**config.mk**
```make
export PLATFORM = sky130hd
export DESIGN_NAME = run_len_detector
export DESIGN_NICKNAME = d
export VERILOG_FILES = /design/src/rtl/run_len_detector.sv
export SDC_FILE = /design/constraint.sdc
export NUM_CORES = 1
export LEC_CHECK = 0
export CORE_ASPECT_RATIO = 1.5
export CORE_UTILIZATION = 25
export DETAILED_ROUTE_END_ITERATION = 16
export PLACE_DENSITY_LB_ADDON = 0.15
export SLEW_MARGIN = 20
export SYNTH_ARGS = -nofsm -noshare
export SYNTH_HDL_FRONTEND = slang
export SYNTH_SLANG_ARGS = --single-unit
```
**constraint.sdc**
```tcl
create_clock -name CLK -period 8.35 [get_ports CLK]
set_input_delay 1.67 -clock CLK [delete_from_list [all_inputs] [get_ports CLK]]
set_output_delay 1.67 -clock CLK [all_outputs]
set_load 0.1 [all_outputs]
```
**src/rtl/run_len_detector.sv**
```systemverilog
// run_len_detector
// Serial run-length monitor. It tracks the polarity and the length of the
// current run of identical bits on W, which is sampled when EN is high. S is
// asserted while the run has reached a runtime threshold and its polarity is
// enabled by MODE. Each rising edge of S produces a one-cycle DET_PULSE and
// increments a saturating event counter. All outputs come from registers.

module run_len_detector #(
    parameter int MAX_RUN = 8,
    parameter int CW      = 4,
    parameter int DW      = 16
) (
    input  logic          CLK,
    input  logic          RST,
    input  logic          EN,
    input  logic          W,
    input  logic [CW-1:0] RUN_LEN,
    input  logic [1:0]    MODE,
    input  logic          CLR_CNT,
    output logic          S,
    output logic          DET_PULSE,
    output logic          RUN_BIT,
    output logic [CW-1:0] RUN_CNT,
    output logic [DW-1:0] DET_CNT
);

    // The saturation point and the smallest legal threshold, both at counter width.
    localparam logic [CW-1:0] MAX_RUN_C = CW'(MAX_RUN);
    localparam logic [CW-1:0] MIN_THR_C = CW'(2);
    localparam logic [CW-1:0] ONE_C     = CW'(1);
    localparam logic [DW-1:0] DET_ONE_C = DW'(1);

    typedef enum logic [1:0] {
        ST_IDLE = 2'd0,   // no sample seen since reset
        ST_RUN  = 2'd1,   // run tracked, below threshold or polarity masked
        ST_HIT  = 2'd2    // run qualifies, S high
    } state_t;

    state_t          state_reg, state_next;
    logic            run_bit_reg, run_bit_next;
    logic [CW-1:0]   run_cnt_reg, run_cnt_next;
    logic            s_reg, s_next;
    logic            det_pulse_reg, det_pulse_next;
    logic [DW-1:0]   det_cnt_reg, det_cnt_next;

    logic [CW-1:0]   thr;
    logic [1:0]      pol_ok;
    logic            hit_n;

    // Clamp the runtime threshold into [2, MAX_RUN]. A threshold of 1 would
    // fire on every sample, so the low end is pinned to 2.
    always_comb begin
        thr = RUN_LEN;
        if (RUN_LEN < MIN_THR_C) begin
            thr = MIN_THR_C;
        end else if (RUN_LEN > MAX_RUN_C) begin
            thr = MAX_RUN_C;
        end
    end

    // Polarity qualification: entry gi is high when runs of value gi may
    // assert S under the current MODE (MODE[1] enables both polarities).
    generate
        for (genvar gi = 0; gi < 2; gi++) begin : g_pol
            assign pol_ok[gi] = MODE[1] | (MODE[0] == 1'(gi));
        end
    endgenerate

    // State and datapath registers; reset wins over every other control.
    always_ff @(posedge CLK) begin
        if (RST) begin
            state_reg     <= ST_IDLE;
            run_bit_reg   <= 1'b0;
            run_cnt_reg   <= '0;
            s_reg         <= 1'b0;
            det_pulse_reg <= 1'b0;
            det_cnt_reg   <= '0;
        end else begin
            state_reg     <= state_next;
            run_bit_reg   <= run_bit_next;
            run_cnt_reg   <= run_cnt_next;
            s_reg         <= s_next;
            det_pulse_reg <= det_pulse_next;
            det_cnt_reg   <= det_cnt_next;
        end
    end

    // Next-state logic: run update, detect evaluation and event counting.
    always_comb begin
        state_next     = state_reg;
        run_bit_next   = run_bit_reg;
        run_cnt_next   = run_cnt_reg;
        s_next         = s_reg;
        det_pulse_next = 1'b0;
        det_cnt_next   = det_cnt_reg;
        hit_n          = 1'b0;

        if (EN) begin
            // Run update. A new run starts on the first sample after reset
            // and on every polarity change; otherwise the run grows and
            // saturates at MAX_RUN.
            case (state_reg)
                ST_RUN, ST_HIT: begin
                    if (W == run_bit_reg) begin
                        if (run_cnt_reg >= MAX_RUN_C) begin
                            run_cnt_next = MAX_RUN_C;
                        end else begin
                            run_cnt_next = run_cnt_reg + ONE_C;
                        end
                    end else begin
                        run_bit_next = W;
                        run_cnt_next = ONE_C;
                    end
                end
                default: begin
                    run_bit_next = W;
                    run_cnt_next = ONE_C;
                end
            endcase

            // Detect evaluation on the updated run, using the threshold and
            // mode present at this sample (changes are never retroactive).
            hit_n          = (run_cnt_next >= thr) && pol_ok[run_bit_next];
            s_next         = hit_n;
            state_next     = hit_n ? ST_HIT : ST_RUN;
            det_pulse_next = hit_n & ~s_reg;
        end

        // Event counter: a clear and a coincident pulse leave exactly one
        // event counted; otherwise count up and hold at all-ones.
        if (CLR_CNT) begin
            det_cnt_next = det_pulse_next ? DET_ONE_C : '0;
        end else if (det_pulse_next && (det_cnt_reg != '1)) begin
            det_cnt_next = det_cnt_reg + DET_ONE_C;
        end
    end

    // Outputs are driven straight from registers.
    always_comb begin
        S         = s_reg;
        DET_PULSE = det_pulse_reg;
        RUN_BIT   = run_bit_reg;
        RUN_CNT   = run_cnt_reg;
        DET_CNT   = det_cnt_reg;
    end

endmodule

```
# Word-level counts from Yosys, hierarchy flattened
# Index checks and enable logic that the tools add are counted.
[totals] ff_bits=25 inputBits=11 out_inout_bits=23 wordCells=42
[classes] n_addsub=2 magnitude_cmp=5 n_eq_ne=4 n_mux=16 n_bitwise=5 reduce_logical=4
[ops] operator="16-bit two-way mux" count=2
[ops] operator="4-bit two-way mux" count=6
[ops] operator="16-bit by 1-bit adder with 16-bit output (second input constant)" count=1
[ops] operator="16-bit != test (second input constant)" count=1
[ops] operator="1-bit two-way mux" count=7
[ops] operator="4-bit by 1-bit adder with 4-bit output (second input constant)" count=1
[ops] operator="4-bit greater-or-equal comparator" count=1
[ops] operator="4-bit greater-or-equal comparator (second input constant)" count=1
[ops] operator="4-bit > comparator (second input constant)" count=1
[ops] operator="4-bit by 2-bit < comparator with 1-bit output (second input constant)" count=1
[ops] operator="2-bit by 1-bit == test with 1-bit output (second input constant)" count=1
[ops] operator="2-bit == test (second input constant)" count=1
[ops] operator="1-bit logical AND" count=2
[ops] operator="1-bit by 2-bit < comparator with 1-bit output (second input constant)" count=1
[ops] operator="2-bit two-way mux" count=1
[ops] operator="1-bit NOT" count=2
[ops] operator="1-bit bitwise OR" count=2
[ops] operator="2-bit nonzero test" count=1
[ops] operator="2-bit OR reduction" count=1
[ops] operator="1-bit AND" count=1
[ops] operator="1-bit == test" count=1

# Logic depth before layout (Yosys ltp)
# Gate-level depths: netlist of the first run.
[depth] depth_word=12 depth_mapped=14

# Least setup slack after synthesis of the first run
# No wires, ideal clock.
[synth_path] kind="input to register" start="in W" end="reg det_cnt_reg[1], in the netlist DET_CNT[1]" arrival_ns=3.991 path_slack_ns=4.232 stages=13 path_cell_list="ha_1 nand2b_1 or2_1 inv_2 ha_1 nand2b_1 a2111oi_1 nor3_4 nand3_4 buf_6 buf_2 mux2i_1 nor2_1"
[synth_between] elab_chain_cells=11 word_cells_on_any_way=15
[synth_lines] item="from (decl)" line="16" text="input logic W,"
[synth_lines] item="parallel branches: the longest is 6 deep, another holds 4-bit greater-or-equal comparator"
[synth_lines] item="1-bit logical AND *" line="123" text="hit_n = (run_cnt_next >= thr) && pol_ok[run_bit_next];"
[synth_lines] item="1-bit AND *" line="126" text="det_pulse_next = hit_n & ~s_reg;"
[synth_lines] item="1-bit two-way mux *" line="98" text="if (EN) begin"
[synth_lines] item="1-bit logical AND *" line="133" text="end else if (det_pulse_next && (det_cnt_reg != '1)) begin"
[synth_lines] item="2-bit nonzero test (no source line) *"
[synth_lines] item="to (signal assigned)" line="84" text="det_cnt_reg <= det_cnt_next;"
[synth_lines] item="to (decl)" line="44" text="logic [DW-1:0] det_cnt_reg, det_cnt_next;"
# Every way passes the cells marked *. The select of a mux whose other input is x is not followed.
# A chain may end at the register's enable or synchronous reset.

# Final worst setup path of the first run
# Same ends and word-level chain as after synthesis.

==> flow_summary.ini, run 1 <==
[yosys]
synthXorXnorAreaFrac = 0.0252
synth_top_family_by_area = simple AND/OR/NAND/NOR gates
synth_ff_type = dfxtp_1
ys_seq_elements = 24
yosys.area_share.simple = 0.290
yosys-top-cells-area = dfxtp_1, ha_1, a21oi_1
synth-edff-count = 0
syn_area_um2 = 1390
seq_area_frac_synth = 0.345
async_flop_share = 0
synthAdderAreaFrac = 0.0809
synth_compound_area_frac = 0.190
synth.mux.area_fraction = 0.0288
syn_nets = 187
yosysMostFrequentCell = dfxtp_1
synth_top_area_cell = dfxtp_1
netlist_instances = 167
synth_warnings = 0
synth_cell_types = 43
synth_top_area_frac = 0.345
synth_common_cells = dfxtp_1, nor2_1, a21oi_1, nand2_1, or3_1
synth.avg_cell_area_um2 = 8.34

[route]
drt_first_pass_iters = 4
ant_nets = 0
drtIter0Drc = 45
avgViaCountPerCell = 4.88
num_vias = 1303
wire_per_inst_um = 12.6
wirelength_um = 3360
drc_errors = 0

[cells_and_area]
design_area_um2 = 1830
fill_cells = 565
n_antenna_cell = 0
area_growth_pct = 31.7
drive_gt1_frac = 0.0452
largest_reg_flops = 16
nets = 220

[clock_tree]
cts_resized = 0
cts_post_setup_buffers_inserted = 0
cts-htree-levels = 1
cts_tree = done
clockBufferDepth = 2
cts_hold_buf = 0
clk_latency_ns = 0.26
cts_buffers = 3
path_clk_slew_ns = 0.09
cts_root_buf = clkbuf_8
clkSinkCount = 24

[setup_path]
worst_setup_path_end_kind = flop
cp-start-kind = primary input
cp.arrival_ns = 4.45
crit_type = in2reg
critPathMaxFanout = 22
r2r_cells = 11
cp.required_ns = 8.51

[sta]
hold_viol_final = 0
maxSlewViolCount = 0
setup_violations = 0
fin_setup_tns_ns = 0
tightest_slew_ns = 0.977
slew_headroom = 0.346
finalCritPeriodShare = 0.515
fmax_mhz = 233
period_minus_slack_ns = 4.30
finalClockSkew_ns = 0.00344
rsz0062_at_grt = no

[job]
drv_cap = 0

[global_routing]
grt_pass1_wl_um = 5620
antenna_found_initial = 0
grt_overflow = 0
grt_pass1_vias = 1201
grt_start_max_net_pins = 23
track_usage = 0.120

[min_path]
hold_depth = 2
hp-class = reg2reg

[floorplan]
rows = 32
core_area_um2 = 5250
die_area_um2 = 5880
die_h_um = 93.4
start_util = 0.266
ioPinCount = 34
fp.dieW_um = 62.9

[placement]
place_area_um2 = 1780
gp_congestion = 0.731
portBuffers = 33
hpwl_um = 2510

[power_and_ir_drop]
power_density_nw_per_um2 = 131
p_leak_nw = 0.614
vdd_ir_drop_max_mv = 0.0530
total_power_w = 0.000239

[outcome]
outcome = finished, final reports clean
-- area by class of cell --
class                      instances  area (um^2)  area share
sequential                        24          480       0.262
clock buffer                       4         55.1      0.0300
inverter                           7         26.3      0.0143
multi-input combinational        131          857       0.467
timing repair buffer              33          330       0.180
tap                               68         85.1      0.0464
-- worst paths after layout --
kind	from	end	slack, ns
worst max-delay path	W	DET_CNT[1]$_SDFFE_PP0P_	4.05
worst min-delay path	DET_CNT[15]$_SDFFE_PP0P_	DET_CNT[15]$_SDFFE_PP0P_	0.51
worst max register to register	state_reg[1]$_SDFFE_PP0P_	DET_CNT[5]$_SDFFE_PP0P_	5.47
worst min register to register	DET_CNT[15]$_SDFFE_PP0P_	DET_CNT[15]$_SDFFE_PP0P_	0.51
-- worst max-delay path, stage by stage --
cell and delay [ns]:
clkdlybuf4s50_1 0.48, ha_1 0.31, nand2b_1 0.08, or2_1 0.28, inv_2 0.07, ha_1 0.21
nand2b_1 0.14, a2111oi_1 0.58, nor3_4 0.16, nand3_4 0.21, mux2i_1 0.21, nor2_1 0.05
-- per-stage QoR --
stage          hold slack [ns]  std cells  setup slack (ns)   util
6_report                 0.508        267              4.05  0.350
4_1_cts                  0.512        267              4.04  0.350
3_5_place_dp             0.499        263              3.75  0.339
5_1_grt                  0.550        267              3.84  0.350
3_3_place_gp             0.479        263              3.78  0.339
2_1_floorplan            0.475        167              4.23      -
-- cells in the final DEF (no fill, tap or decap), drive strengths merged, types with 4 or more instances in the layout --
cell type,synthesis,layout
a21oi,14,14
clkbuf,2,4
clkdlybuf4s50,0,33
dfxtp,24,24
ha,9,9
inv,7,7
mux2i,4,4
nand2,11,11
nand3,8,8
nand4,6,6
nor2,17,17
o21ai,13,13
or3,10,10
-- kinds of logic after synthesis --
group | count (synthesis)
AOI/OAI and AO/OA | 42
xor gates and xnor gates | 4
adders and majority gates | 9
buffers and inverters | 12
DFF | 24
muxes | 4
and+or+nand+nor | 72
-- routing by layer --
metal / part of all wire / track usage / up-vias
met5: 0 / 0 / -
met4: 0.0080 / 0.0407 / 0
met3: 0.033 / 0.0171 / 2
met2: 0.50 / 0.216 / 26
met1: 0.46 / 0.143 / 592
li1: - / - / 683
-- power breakdown --
part | total (W) | internal, W | switching, W
combinational | 0.0000423 | 0.0000149 | 0.0000274
sequential | 0.000118 | 0.000116 | 0.00000218
clock | 0.0000787 | 0.0000421 | 0.0000367
total | 0.000239 | 0.000173 | 0.0000663
Power figures use the tool's default switching activity.
==> run 2, diff against run 1 <==
Clock period 8.35 ns to 3.55 ns, I/O delays scaled along.
==> flow_summary.ini, run 2 (same netlist as run 1, synthesis figures left out) <==
[sta]
tightest_slew_ns = 0.973
maxSlewViolCount = 0
rsz0062_at_grt = no
period_minus_slack_ns = 3.28
fmax_mhz = 305
fin_setup_tns_ns = 0
finalCritPeriodShare = 0.923
slew_headroom = 0.349
setup_violations = 0
hold_viol_final = 0
finalClockSkew_ns = 0.00400

[clock_tree]
clockBufferDepth = 2
path_clk_slew_ns = 0.08
cts_buffers = 3
clk_latency_ns = 0.26
clkSinkCount = 24
cts_tree = done
cts_resized = 0
cts_post_setup_buffers_inserted = 0
cts_hold_buf = 0
cts-htree-levels = 1
cts_root_buf = clkbuf_8

[global_routing]
grt_overflow = 0
track_usage = 0.123
grt_start_max_net_pins = 21
grt_pass1_wl_um = 5810
grt_pass1_vias = 1295
antenna_found_initial = 0

[setup_path]
crit_type = in2reg
r2r_cells = 12
cp-start-kind = primary input
cp.required_ns = 3.76
crit_end = DET_CNT[5]$_SDFFE_PP0P_
reg2reg_from = RUN_BIT$_SDFFE_PP0P_
critPathMaxFanout = 20
worst_setup_path_end_kind = flop
rr_endpoint = DET_CNT[5]$_SDFFE_PP0P_
cp.arrival_ns = 3.49
r2r_slack_ns = 0.78
cp-startpoint = W

[power_and_ir_drop]
clkPwrFrac = 0.326
p_switching_w = 0.000159
vdd_ir_drop_max_mv = 0.153
seqPwrFrac = 0.486
power_density_nw_per_um2 = 304
p_int_w = 0.000415
combPwrFrac = 0.188
p_leak_nw = 0.658
switching_share = 0.277

[cells_and_area]
drive_gt1_frac = 0.106
final_common_cell = clkdlybuf4s50_1
layout_common_cells = clkdlybuf4s50_1, dfxtp_1, nor2_1, a21oi_1
largest_reg_flops = 16
layoutNonFillerInstCount = 275
n_antenna_cell = 0
area_growth_pct = 35.7
nets = 228
design_area_um2 = 1890
final_core_utilization = 0.360

[min_path]
hp-class = reg2reg

[placement]
portBuffers = 33
dp_cells = 271
gp_congestion = 0.754
place_area_um2 = 1830
hpwl_um = 2610

[route]
wirelength_um = 3370
wire_per_inst_um = 12.3
drtIter0Drc = 35
drt_first_pass_iters = 4
avgViaCountPerCell = 4.81
drc_errors = 0
ant_nets = 0
num_vias = 1322

[floorplan]
fp.dieW_um = 62.9
core_area_um2 = 5250
rows = 32
die_h_um = 93.4
start_util = 0.266
die_area_um2 = 5880
ioPinCount = 34

[job]
drv_cap = 0

[outcome]
outcome = finished, final reports clean
==> run 2: cell count changes in the layout (fill, tap and decap cells not counted) <==
cell / change
dfxtp_2: +2
dfxtp_1: -2
buf_4: +11
clkdlybuf4s50_1: -3
==> run 2: area by class of cell <==
class                           count  area [um^2]
Clock buffer                        4         55.1
Fill cell                         553         3360
Inverter                            7         26.3
Multi-Input combinational cell    131          857
Sequential cell                    24          483
Tap cell                           68         85.1
Timing Repair Buffer               41          383
==> run 2: metrics by stage <==
| step | total power (W) | hold slack [ns] | setup slack (ns) |
|---|---|---|---|
| 5_1_grt | 0.000608 | 0.549 | 0.0387 |
| 6_report | 0.000574 | 0.507 | 0.274 |
| 3_3_place_gp | 0.000395 | 0.493 | -0.0169 |
| 3_5_place_dp | 0.000394 | 0.499 | -0.00184 |
| 2_1_floorplan | 0.000357 | 0.475 | 0.250 |
| 4_1_cts | 0.000587 | 0.513 | 0.267 |
==> run 2: per-layer routing <==
| layer | up-vias | track usage | part of all wire |
|---|---|---|---|
| met1 | 601 | 0.143 | 0.45 |
| met2 | 25 | 0.225 | 0.51 |
| met4 | 0 | 0.0407 | 0.0095 |
| li1 | 692 | - | - |
| met5 | - | 0 | 0 |
| met3 | 4 | 0.0159 | 0.029 |
==> run 2: worst max-delay path, stage by stage <==
cell and delay (ns):
clkdlybuf4s50_1 0.43, ha_1 0.28, nand2b_1 0.06, buf_4 0.14, nor3b_1 0.33, ha_1 0.22
a2111oi_1 0.05, buf_4 0.14, nor3_4 0.29, nand3_4 0.24, or4_1 0.51, nand2_1 0.08
==> run 2: worst min-delay path by stage <==
| stage | start | to | cells after the start |
|---|---|---|---|
| floorplan | state_reg[0]$_SDFFE_PP0P_ | state_reg[0]$_SDFFE_PP0P_ | 2 |
| global placement | state_reg[0]$_SDFFE_PP0P_ | state_reg[0]$_SDFFE_PP0P_ | 2 |
| detailed placement | state_reg[0]$_SDFFE_PP0P_ | state_reg[0]$_SDFFE_PP0P_ | 2 |
| CTS | state_reg[0]$_SDFFE_PP0P_ | state_reg[0]$_SDFFE_PP0P_ | 2 |
| global route | state_reg[0]$_SDFFE_PP0P_ | state_reg[0]$_SDFFE_PP0P_ | 2 |
| finish | state_reg[0]$_SDFFE_PP0P_ | state_reg[0]$_SDFFE_PP0P_ | 2 |
==> run 2: power groups by stage <==
stage | registers, W | clock network, W | logic (W)
final | 0.000279 | 0.000187 | 0.000108
after CTS | 0.000279 | 0.000199 | 0.000109
after floorplan | 0.000310 | 0 | 0.0000470
after detailed placement | 0.000286 | 0 | 0.000109
after global routing | 0.000280 | 0.000210 | 0.000118
after global placement | 0.000286 | 0 | 0.000110
